<file path="src/rtl/jk_bank_driver.sv">
// -----------------------------------------------------------------------------
// jk_bank_driver
//
// Purpose:
//   Writes target words into a bank of WIDTH external JK flip-flops. For each
//   bit it picks J/K from the current Q feedback (set, reset or hold; toggle
//   is never used). It pulses J/K for exactly one clock and then reads the
//   bank back to check it. A mismatch is re-driven up to MAX_RETRY times.
//   Completion is reported with a one-cycle Done pulse, and Err qualifies it.
//
// Parameters:
//   WIDTH      number of JK flip-flops in the driven bank
//   MAX_RETRY  maximum re-drive attempts after a failed check (0 = none)
//
// Ports:
//   Clk          in   system clock (rising edge), shared with the bank
//   Rst          in   asynchronous reset, active-high
//   Tgt_data     in   target word to write into the bank
//   Tgt_valid    in   Tgt_data is valid
//   Tgt_ready    out  a target can be accepted this cycle (IDLE)
//   J, K         out  registered J/K inputs to the bank
//   Q_fb         in   Q outputs of the bank
//   Busy         out  high in every state except IDLE
//   Done         out  one-cycle pulse: write operation finished
//   Err          out  with Done: the final check failed
//
// Optional feature (macro JK_BANK_DRIVER_ERR_CNT_EN):
//   Err_count    out  [7:0] failed operations, saturating at 255
//   Retry_count  out  [7:0] re-drive attempts, saturating at 255
// -----------------------------------------------------------------------------
module jk_bank_driver #(
    parameter int WIDTH     = 8,
    parameter int MAX_RETRY = 2
) (
    input  logic             Clk,
    input  logic             Rst,
    input  logic [WIDTH-1:0] Tgt_data,
    input  logic             Tgt_valid,
    output logic             Tgt_ready,
    output logic [WIDTH-1:0] J,
    output logic [WIDTH-1:0] K,
    input  logic [WIDTH-1:0] Q_fb,
    output logic             Busy,
    output logic             Done,
    output logic             Err
`ifdef JK_BANK_DRIVER_ERR_CNT_EN
    ,
    output logic [7:0]       Err_count,
    output logic [7:0]       Retry_count
`endif
);

    typedef enum logic [1:0] {
        INIT  = 2'd0,
        IDLE  = 2'd1,
        DRIVE = 2'd2,
        CHECK = 2'd3
    } state_t;

    // The retry counter keeps at least one bit so MAX_RETRY = 0 still elaborates.
    localparam int             RW    = (MAX_RETRY < 1) ? 1 : $clog2(MAX_RETRY + 1);
    localparam logic [RW-1:0]  MAX_R = RW'(MAX_RETRY);

    state_t           state, state_next;
    logic [WIDTH-1:0] target;
    logic [RW-1:0]    retry_cnt;
    logic             match;
    logic             can_retry;

    // Set a bit that is 0 but should be 1, and clear a bit that is 1 but
    // should be 0. Bits that already agree get J=K=0, so J=K=1 never occurs.
    function automatic logic [WIDTH-1:0] exc_j(input logic [WIDTH-1:0] q,
                                               input logic [WIDTH-1:0] t);
        return t & ~q;
    endfunction

    function automatic logic [WIDTH-1:0] exc_k(input logic [WIDTH-1:0] q,
                                               input logic [WIDTH-1:0] t);
        return q & ~t;
    endfunction

    assign match     = (Q_fb == target);
    assign can_retry = (retry_cnt < MAX_R);

    // ---------------------------------------------------------------- state reg
    // NOTE: sequential state uses non-blocking assignments only, so every
    // register samples values from before the edge no matter how the
    // statements are ordered.
    always_ff @(posedge Clk or posedge Rst) begin
        if (Rst) state <= INIT;
        else     state <= state_next;
    end

    // ---------------------------------------------------------- next-state comb
    // NOTE: the default assignment at the top stops a latch being inferred on
    // any path that does not assign state_next.
    always_comb begin
        state_next = state;
        case (state)
            INIT:    state_next = IDLE;
            IDLE:    if (Tgt_valid) state_next = DRIVE;
            DRIVE:   state_next = CHECK;
            CHECK:   state_next = (match || !can_retry) ? IDLE : DRIVE;
            default: state_next = INIT;
        endcase
    end

    // -------------------------------------------------------------- output comb
    always_comb begin
        Tgt_ready = 1'b0;
        Busy      = 1'b1;
        if (state == IDLE) begin
            Tgt_ready = 1'b1;
            Busy      = 1'b0;
        end
    end

    // ----------------------------------------------------------------- datapath
    // During reset J=0 and K=all ones, so the bank clears on any edge it sees.
    // NOTE: the target register is only read after IDLE has loaded it. It is
    // still reset so that simulation never carries X into the match compare.
    always_ff @(posedge Clk or posedge Rst) begin
        if (Rst) begin
            J         <= '0;
            K         <= '1;
            target    <= '0;
            retry_cnt <= '0;
            Done      <= 1'b0;
            Err       <= 1'b0;
        end else begin
            Done <= 1'b0;
            Err  <= 1'b0;
            case (state)
                INIT: begin
                    J <= '0;
                    K <= '0;
                end
                IDLE: begin
                    J <= '0;
                    K <= '0;
                    if (Tgt_valid) begin
                        target    <= Tgt_data;
                        retry_cnt <= '0;
                        J         <= exc_j(Q_fb, Tgt_data);
                        K         <= exc_k(Q_fb, Tgt_data);
                    end
                end
                DRIVE: begin
                    // The bank has taken J/K at this edge; release it to hold.
                    J <= '0;
                    K <= '0;
                end
                CHECK: begin
                    J <= '0;
                    K <= '0;
                    if (match) begin
                        Done <= 1'b1;
                    end else if (can_retry) begin
                        retry_cnt <= retry_cnt + RW'(1);
                        J         <= exc_j(Q_fb, target);
                        K         <= exc_k(Q_fb, target);
                    end else begin
                        Done <= 1'b1;
                        Err  <= 1'b1;
                    end
                end
                default: begin
                    J <= '0;
                    K <= '1;
                end
            endcase
        end
    end

`ifdef JK_BANK_DRIVER_ERR_CNT_EN
    // ---------------------------------------------------------- status counters
    logic fail_evt, retry_evt;

    assign fail_evt  = (state == CHECK) && !match && !can_retry;
    assign retry_evt = (state == CHECK) && !match &&  can_retry;

    always_ff @(posedge Clk or posedge Rst) begin
        if (Rst) begin
            Err_count   <= 8'd0;
            Retry_count <= 8'd0;
        end else begin
            if (fail_evt && (Err_count != 8'hFF))
                Err_count <= Err_count + 8'd1;
            if (retry_evt && (Retry_count != 8'hFF))
                Retry_count <= Retry_count + 8'd1;
        end
    end
`endif

endmodule

</file>
<file path="config.mk">
export PLATFORM = sky130hd
export DESIGN_NAME = jk_bank_driver
export DESIGN_NICKNAME = d
export VERILOG_FILES = /design/src/rtl/jk_bank_driver.sv
export SDC_FILE = /design/constraint.sdc
export NUM_CORES = 1
export LEC_CHECK = 0
export ABC_AREA = 1
export CORE_MARGIN = 5
export CORE_UTILIZATION = 51
export CTS_BUF_LIST = sky130_fd_sc_hd__clkbuf_8
export DETAILED_ROUTE_END_ITERATION = 12
export PLACE_DENSITY = 0.81
export SKIP_CTS_REPAIR_TIMING = 1
export SLEW_MARGIN = 10
export SYNTH_ARGS = -nofsm -noshare
export SYNTH_HDL_FRONTEND = slang
export SYNTH_SLANG_ARGS = --single-unit
</file>
<file path="constraint.sdc">
create_clock -name Clk -period 1.9 [get_ports Clk]
set_input_delay 0.57 -clock Clk [delete_from_list [all_inputs] [get_ports Clk]]
set_output_delay 0.57 -clock Clk [all_outputs]
set_load 0.05 [all_outputs]
</file>
==> results of run 1 <==
cell usage in the layout (no fill, tap or decap), types with 2 or more instances in the layout:
| cell | instances |
|---|---|
| dfrtp_1 | 22 |
| nand2_4 | 3 |
| nor2_1 | 4 |
| nand2_1 | 38 |
| clkbuf_8 | 6 |
| clkdlybuf4s50_1 | 17 |
| ha_1 | 15 |
| buf_12 | 11 |
| buf_4 | 22 |
| inv_1 | 23 |
| nor2_4 | 9 |
| dfstp_2 | 8 |
| a21oi_1 | 8 |
| nand3_1 | 28 |
| o21ai_1 | 2 |
| nand3_2 | 2 |
| nand2_2 | 4 |
power breakdown:
group          switching (mW)  internal [mW]  total [mW]
Clock                   0.250          0.286       0.536
Sequential              0.165          0.898        1.06
Combinational            1.15          0.704        1.85
Total                    1.56           1.89        3.45
flip-flops by register name (all words and copies together) (netlist names):
name	flops
J	8
K	8
target	8
retry_cnt	2
state	2
Done	1
Err	1
per-stage QoR:
| step | utilization | setup slack, ps | std cells |
|---|---|---|---|
| 6_report | 0.7723 | 60.03 | 272 |
| 3_5_place_dp | 0.7223 | -354.6 | 262 |
| 3_3_place_gp | 0.7223 | -290.6 | 262 |
| 5_1_grt | 0.7723 | -30.72 | 272 |
| 4_1_cts | 0.7525 | -95.86 | 270 |
| 2_1_floorplan | - | 289.7 | 171 |
per-layer routing:
layer  track usage  wire, microns  up-vias
met4        0.1041             72        0
li1              -              -      654
met2        0.3191           2010       56
met1        0.2217           1538      637
met5             0              0        -
met3       0.04932            257        9
synthesized netlist by cell type:
cell	n	area (sq um)
nand2_4	1	11.26
nor2_8	1	20.02
a21oi_1	8	40.04
clkinv_8	1	16.27
inv_1	22	82.58
nor2_4	7	78.83
buf_6	2	22.52
ha_1	16	200.2
o21ai_1	2	10.01
nand2_1	39	146.4
nor2_1	6	22.52
buf_2	2	10.01
dfrtp_1	22	550.5
nand3_1	29	145.1
dfstp_2	8	210.2
nand2_2	3	18.77
nand3_2	1	10.01
inv_2	1	3.750
kinds of logic after synthesis:
kind of cell / Yosys count / share of synthesized area
fa+ha+maj: 16 / 0.1252
flops: 30 / 0.4757
compound gates: 10 / 0.03130
simple gates: 87 / 0.2833
buf+inv: 28 / 0.08451
worst register-to-register path: cells and delay by family, from the launching register on:
kind / cells / cell delay [ps]
DFF: 1 / 390
adders and majority gates: 1 / 310
and+or+nand+nor: 6 / 650
worst max-delay path by stage:
stage / from / endpoint / cells after the start
3_5_place_dp: Q_fb[1] / retry_cnt[1]$_DFFE_PP0P_ / 8
2_1_floorplan: state[1]$_DFFE_PP0N_ / Busy / 2
3_3_place_gp: Q_fb[4] / J[2]$_DFF_PP0_ / 8
6_report: Q_fb[2] / retry_cnt[0]$_DFFE_PP0P_ / 9
4_1_cts: Q_fb[4] / retry_cnt[1]$_DFFE_PP0P_ / 8
5_1_grt: Q_fb[7] / retry_cnt[0]$_DFFE_PP0P_ / 9
final cells by class:
class	instances	area [sq um]	area share
Timing Repair Buffer	51	568.0	0.2429
Inverter	24	102.6	0.04387
Clock inverter	2	8.758	0.003745
Sequential cell	30	760.7	0.3253
Multi-Input combinational cell	115	760.7	0.3253
Clock buffer	6	82.58	0.03531
Tap cell	44	55.05	0.02354
==> metrics.md, run 1 <==
| Metric | Value |
|---|---|
| Status | finished clean |
| Core area | about 0.0030 sq mm |
| Worst-Skew Late Latency | 280 ps |
| Final Cycle Share | 0.9684 |
| Final Power | between 3 and 4 mW |
| Reg2Reg Setup Slack | 490 ps |
| Synthesis-stage register bit count | 30 |
| Worst Hold Path EP | target[5]$_DFFE_PP0P_ |
| Clk sink count | 30 |
| Final Skew | between 2 and 3 ps |
| Worst Path Required | around 2100 ps |
| Syn-to-layout area delta | 46.24% |
| Syn_nets | between 200 and 250 |
| Cell Area, Synth | 0.001599 sq mm |
| Die ar. | roughly 0.0044 sq mm |
| Vias/cell | around 5 |
| Worst slew pin tran | 369.9 ps |
| H-tree depth | 2 |
| Worst R2R Path Depth | 7 |
| CP startpoint kind | input port |
| Remaining DRCs | 0 |
| Synth Instances | 171 |
| CTS tree | done |
| GRT overflow | 0 |
| Crit. End Element | flip-flop |
| # diodes | 0 |
| PwrDens | 1476 mW/mm^2 |
| Synth warn | 0 |
| Worst-path clk slew | ~70 ps |
| Hold Crit Class | flip-flop to flip-flop |
| Worst Hold Launch | target[5]$_DFFE_PP0P_ |
| WP data arrival | 2060 ps |
| Unique masters post-synth | 18 |
| Clk root buf | clkbuf_8 |
| Detailed placer's ending HPWL | roughly 2.5 mm |
| Max capacitance violation total | 0 |
| CP most frequent cell | nand2_1 |
| Worst slew margin | 0.7534 |
| FF-to-FF Start | target[1]$_DFFE_PP0P_ |
| Sequential fraction of the synthesis area | 0.4757 |
| Die height | approximately 66 microns |
| Leak Pwr | approximately 1.2 nW |
| Via Count | about 1400 |
| First-pass GRT wire length | between 6 and 7 mm |
| Max IR drop VDD | 1.200 mV |
| Site Rows | 20 |
| Layout cell share with drive strength beyond 1 | 0.3070 |
| Worst-path fanout max | 5 |
| WP buf/inv | 2 |
| Fin area | 0.002338 sq mm |
| Drt wl/cell | 14.26 microns |
| Hold Fails Final Rpt | 0 |
| Num CTS Buffers | 5 |
| Die width | about 66 microns |
| Starting DRT DRC Count | 83 |
| Pin count of the biggest net entering global routing | 31 |
| Hold_ws | between 500 and 600 ps |
| Layout net count | 262 |
| Pre-Repair DR Iteration Count | 4 |
| Fillers | a little under 200 |
| Maximum clock path buffer count | 2 |
| Crit Path Category | input port to flip-flop |
| Gr usage total | 0.1908 |
| Setup TNS | 0 ps |
| Antenna-violating nets left | 0 |
| Top delay family on crit path | simple AND/OR/NAND/NOR gates |
| Highest cell delay on the worst timing path | ~480 ps |
| Final Slew Violations | 0 |
| Routed WL | ~3.9 mm |
| Initial antenna violation count | 0 |
| Final estimated routing congestion in global placement | just under 0.8 |
| Min cycle time layout | approximately 1800 ps |
| Vias in the first global route | around 1400 |
| Max Clock Freq | ~0.54 GHz |
| Number of port buffers | 38 |
| WHS Path Cells | 2 |
| Avg Inst Size Synth | 9.351 sq um |
| Final setup fails | 0 |
| Crit-path slowest cell | clkdlybuf4s50_1 |
| Cell Area, Placed | ~0.0022 sq mm |
| Top-level I/O count | 39 |
| Starting Density | 0.5281 |
| Worst r2r dst | retry_cnt[0]$_DFFE_PP0P_ |
| CP cell instances | clkdlybuf4s50_1 > inv_1 > ha_1 > nand2_1 > nor2_4 > nand2_4 > nand2_1 > nand3_1 > nand2_1 |
No activity file was read; power rests on OpenSTA's default activity.
==> inputs of run 2 (changes only) <==
Settings changed: CORE_ASPECT_RATIO set to 1.5, CTS_CLUSTER_SIZE set to 8.
==> metrics.md, run 2 (synthesized netlist as in run 1, its figures left out) <==
| Metric | Value |
|---|---|
| Status | finished clean (unchanged) |
| Worst-path clk slew | 60 ps (was 70 ps) |
| Util after Layout | 0.7434 (was 0.7723) |
| Post-Place Cells | 257 (was 262) |
| Final Skew | 8.187 ps (was 2.544 ps) |
| Gr usage total | 0.1727 (was 0.1908) |
| Number of port buffers | 38 (unchanged) |
| Clk root buf | clkbuf_8 (unchanged) |
| Vias in the first global route | 1351 (was 1436) |
| Worst Path Required | 2120 ps (about the same) |
| Final Power | 3.388 mW (was 3.451 mW) |
| Antenna-violating nets left | 0 (unchanged) |
| Starting DRT DRC Count | 32 (was 83) |
| CTS tree | done (unchanged) |
| CP Launch Point | Q_fb[6] (was Q_fb[2]) |
| Hold Crit Class | flip-flop to flip-flop (unchanged) |
| Biggest regs | J (8), K (8), target (8) (unchanged) |
| Most common cell after layout, fill and taps aside | nand2_1 (unchanged) |
| Highest cell delay on the worst timing path | 490 ps (was 480 ps) |
| Min cycle time layout | 1863 ps (was 1840 ps) |
| Crit Path Category | input port to flip-flop (unchanged) |
| Sequential cell area | 760.7 sq um (unchanged) |
| Hold Fails Final Rpt | 0 (unchanged) |
| Footprint of the multi-input gates | 742.0 sq um (was 760.7 sq um) |
| Leak Pwr | 1.222 nW (was 1.234 nW) |
| Sw Ratio | 0.4453 (was 0.4528) |
| Final Cycle Share | 0.9808 (was 0.9684) |
| Initial antenna violation count | 0 (unchanged) |
| Maximum clock path buffer count | 2 (unchanged) |
| Die width | 55.72 microns (was 66.00 microns) |
| Crit-path slowest cell | clkdlybuf4s50_1 (unchanged) |
| PwrDens | 1472 mW/mm^2 (was 1476 mW/mm^2) |
| Die height | 78.58 microns (was 66.00 microns) |
| Worst slew margin | 0.7538 (was 0.7534) |
| Final Slew Violations | 0 (unchanged) |
| Remaining DRCs | 0 (unchanged) |
| Pre-CTS setup slack | -361.5 ps (was -354.6 ps) |
| Via Count | 1306 (was 1356) |
| Fillers | 198 (was 196) |
| Worst R2R Path Depth | 7 (unchanged) |
| CP startpoint kind | input port (unchanged) |
| Detailed placer's ending HPWL | 2.589 mm (was 2.543 mm) |
| Max IR drop VDD | 1.337 mV (was 1.200 mV) |
| First-pass GRT wire length | 5.837 mm (was 6.272 mm) |
| Drt wl/cell | 13.68 microns (was 14.26 microns) |
| Worst slew pin tran | 369.3 ps (was 369.9 ps) |
| Cell Area, Placed | 0.002175 sq mm (was 0.002187 sq mm) |
| Flop pwr share | 0.311 (was 0.308) |
| Num CTS Buffers | 5 (unchanged) |
| Reg2Reg Setup Slack | 490 ps (about the same) |
| Worst r2r dst | retry_cnt[0]$_DFFE_PP0P_ (unchanged) |
| Pre-Repair DR Iteration Count | 4 (unchanged) |
| Syn-to-layout area delta | 43.98% (was 46.24%) |
| Core area | 0.003097 sq mm (was 0.003028 sq mm) |
| # diodes | 0 (unchanged) |
| Pin count of the biggest net entering global routing | 31 (unchanged) |
| Finished Layout Cells | 265 (was 272) |
| Layout net count | 260 (was 262) |
| Fin area | 0.002302 sq mm (was 0.002338 sq mm) |
| Final setup fails | 0 (unchanged) |
| Starting Density | 0.5164 (was 0.5281) |
| H-tree depth | 2 (unchanged) |
| Layout cell share with drive strength beyond 1 | 0.2933 (was 0.3070) |
| Cell-internal power | 1.879 mW (was 1.889 mW) |
| Commonest non-fill, non-tap cells in the layout | nand2_1 (38), nand3_1 (28), inv_1 (23) (unchanged) |
| Final worst slack | 36.54 ps (was 60.03 ps) |
| FF-to-FF Start | target[6]$_DFFE_PP0P_ (was target[1]$_DFFE_PP0P_) |
| Max Clock Freq | 0.5366 GHz (was 0.5435 GHz) |
| Top-level I/O count | 39 (unchanged) |
| Die ar. | 0.004378 sq mm (was 0.004355 sq mm) |
| CP endpoint | retry_cnt[0]$_DFFE_PP0P_ (unchanged) |
| Routed WL | 3.626 mm (was 3.878 mm) |
| WP data arrival | 2080 ps (was 2060 ps) |
| Clk sink count | 30 (unchanged) |
| Crit. End Element | flip-flop (unchanged) |
| Worst-path fanout max | 9 (was 5) |
| CP most frequent cell | nand2_1 (unchanged) |
| Clock power share | 0.147 (was 0.155) |
| Max capacitance violation total | 0 (unchanged) |
| Switching power | 1.509 mW (was 1.563 mW) |
| CP cell instances | clkdlybuf4s50_1 > inv_1 > ha_1 > nand2_1 > nor2_4 > nand2_4 > nand2_1 > nand3_1 > nand2_1 (unchanged) |
| Comb pwr share | 0.542 (was 0.537) |
| Worst-Skew Late Latency | 280 ps (about the same) |
| Site Rows | 25 (was 20) |
| Final estimated routing congestion in global placement | 0.7836 (was 0.7731) |
| Vias/cell | 4.928 (was 4.985) |
| GRT overflow | 0 (unchanged) |
## run 2: cell types whose count changed in the layout (fill, tap and decap cells not counted)
cell / change
buf_4: -1
ha_1: +1
nand2_2: -1
clkinv_2: -1
ha_4: -1
## run 2: critical path, delay by kind of cell
family,cells,cell delay (ps)
buffers and inverters,2,560
AND/OR/NAND/NOR,6,640
adder cells (fa/ha/maj),1,300
## run 2: layout make-up
cell class / instances / share of cell area
Sequential cell: 30 / 0.3304
Clock buffer: 6 / 0.03587
Timing Repair Buffer: 50 / 0.2435
Tap cell: 40 / 0.02174
Inverter: 24 / 0.04457
Clock inverter: 1 / 0.001630
Multi-Input combinational cell: 114 / 0.3223
## run 2: worst min-delay path by stage
stage	startpoint	end	cells past startpoint	slack, ps
finish	target[5]$_DFFE_PP0P_	target[5]$_DFFE_PP0P_	2	540
global route	target[5]$_DFFE_PP0P_	target[5]$_DFFE_PP0P_	2	550
CTS	target[5]$_DFFE_PP0P_	target[5]$_DFFE_PP0P_	2	540
detailed placement	target[5]$_DFFE_PP0P_	target[5]$_DFFE_PP0P_	2	530
global placement	target[5]$_DFFE_PP0P_	target[5]$_DFFE_PP0P_	2	500
floorplan	target[5]$_DFFE_PP0P_	target[5]$_DFFE_PP0P_	2	480
## run 2: power by group through the flow
stage | clock [mW] | sequential (mW) | combinational (mW)
floorplan | 0 | 1.42 | 0.750
global placement | 0 | 1.05 | 1.72
detailed placement | 0 | 1.06 | 1.77
CTS | 0.504 | 1.05 | 1.78
global route | 0.534 | 1.08 | 1.98
finish | 0.498 | 1.05 | 1.83
## run 2: layer usage
metal  vias up  share of wire  GRT usage
li1        649              -          -
met1       617           0.37     0.1738
met2        34           0.56     0.3021
met3         6          0.056    0.06250
met4         0          0.015    0.09976
met5         -              0          0
## run 2: metrics by stage
stage | setup TNS [ps] | hold WS, ps
CTS | -823.3 | 543.3
finish | 0 | 539.6
global route | -108.5 | 550.6
floorplan | 0 | 484.1
detailed placement | -6442 | 529.7
global placement | -5272 | 503.4
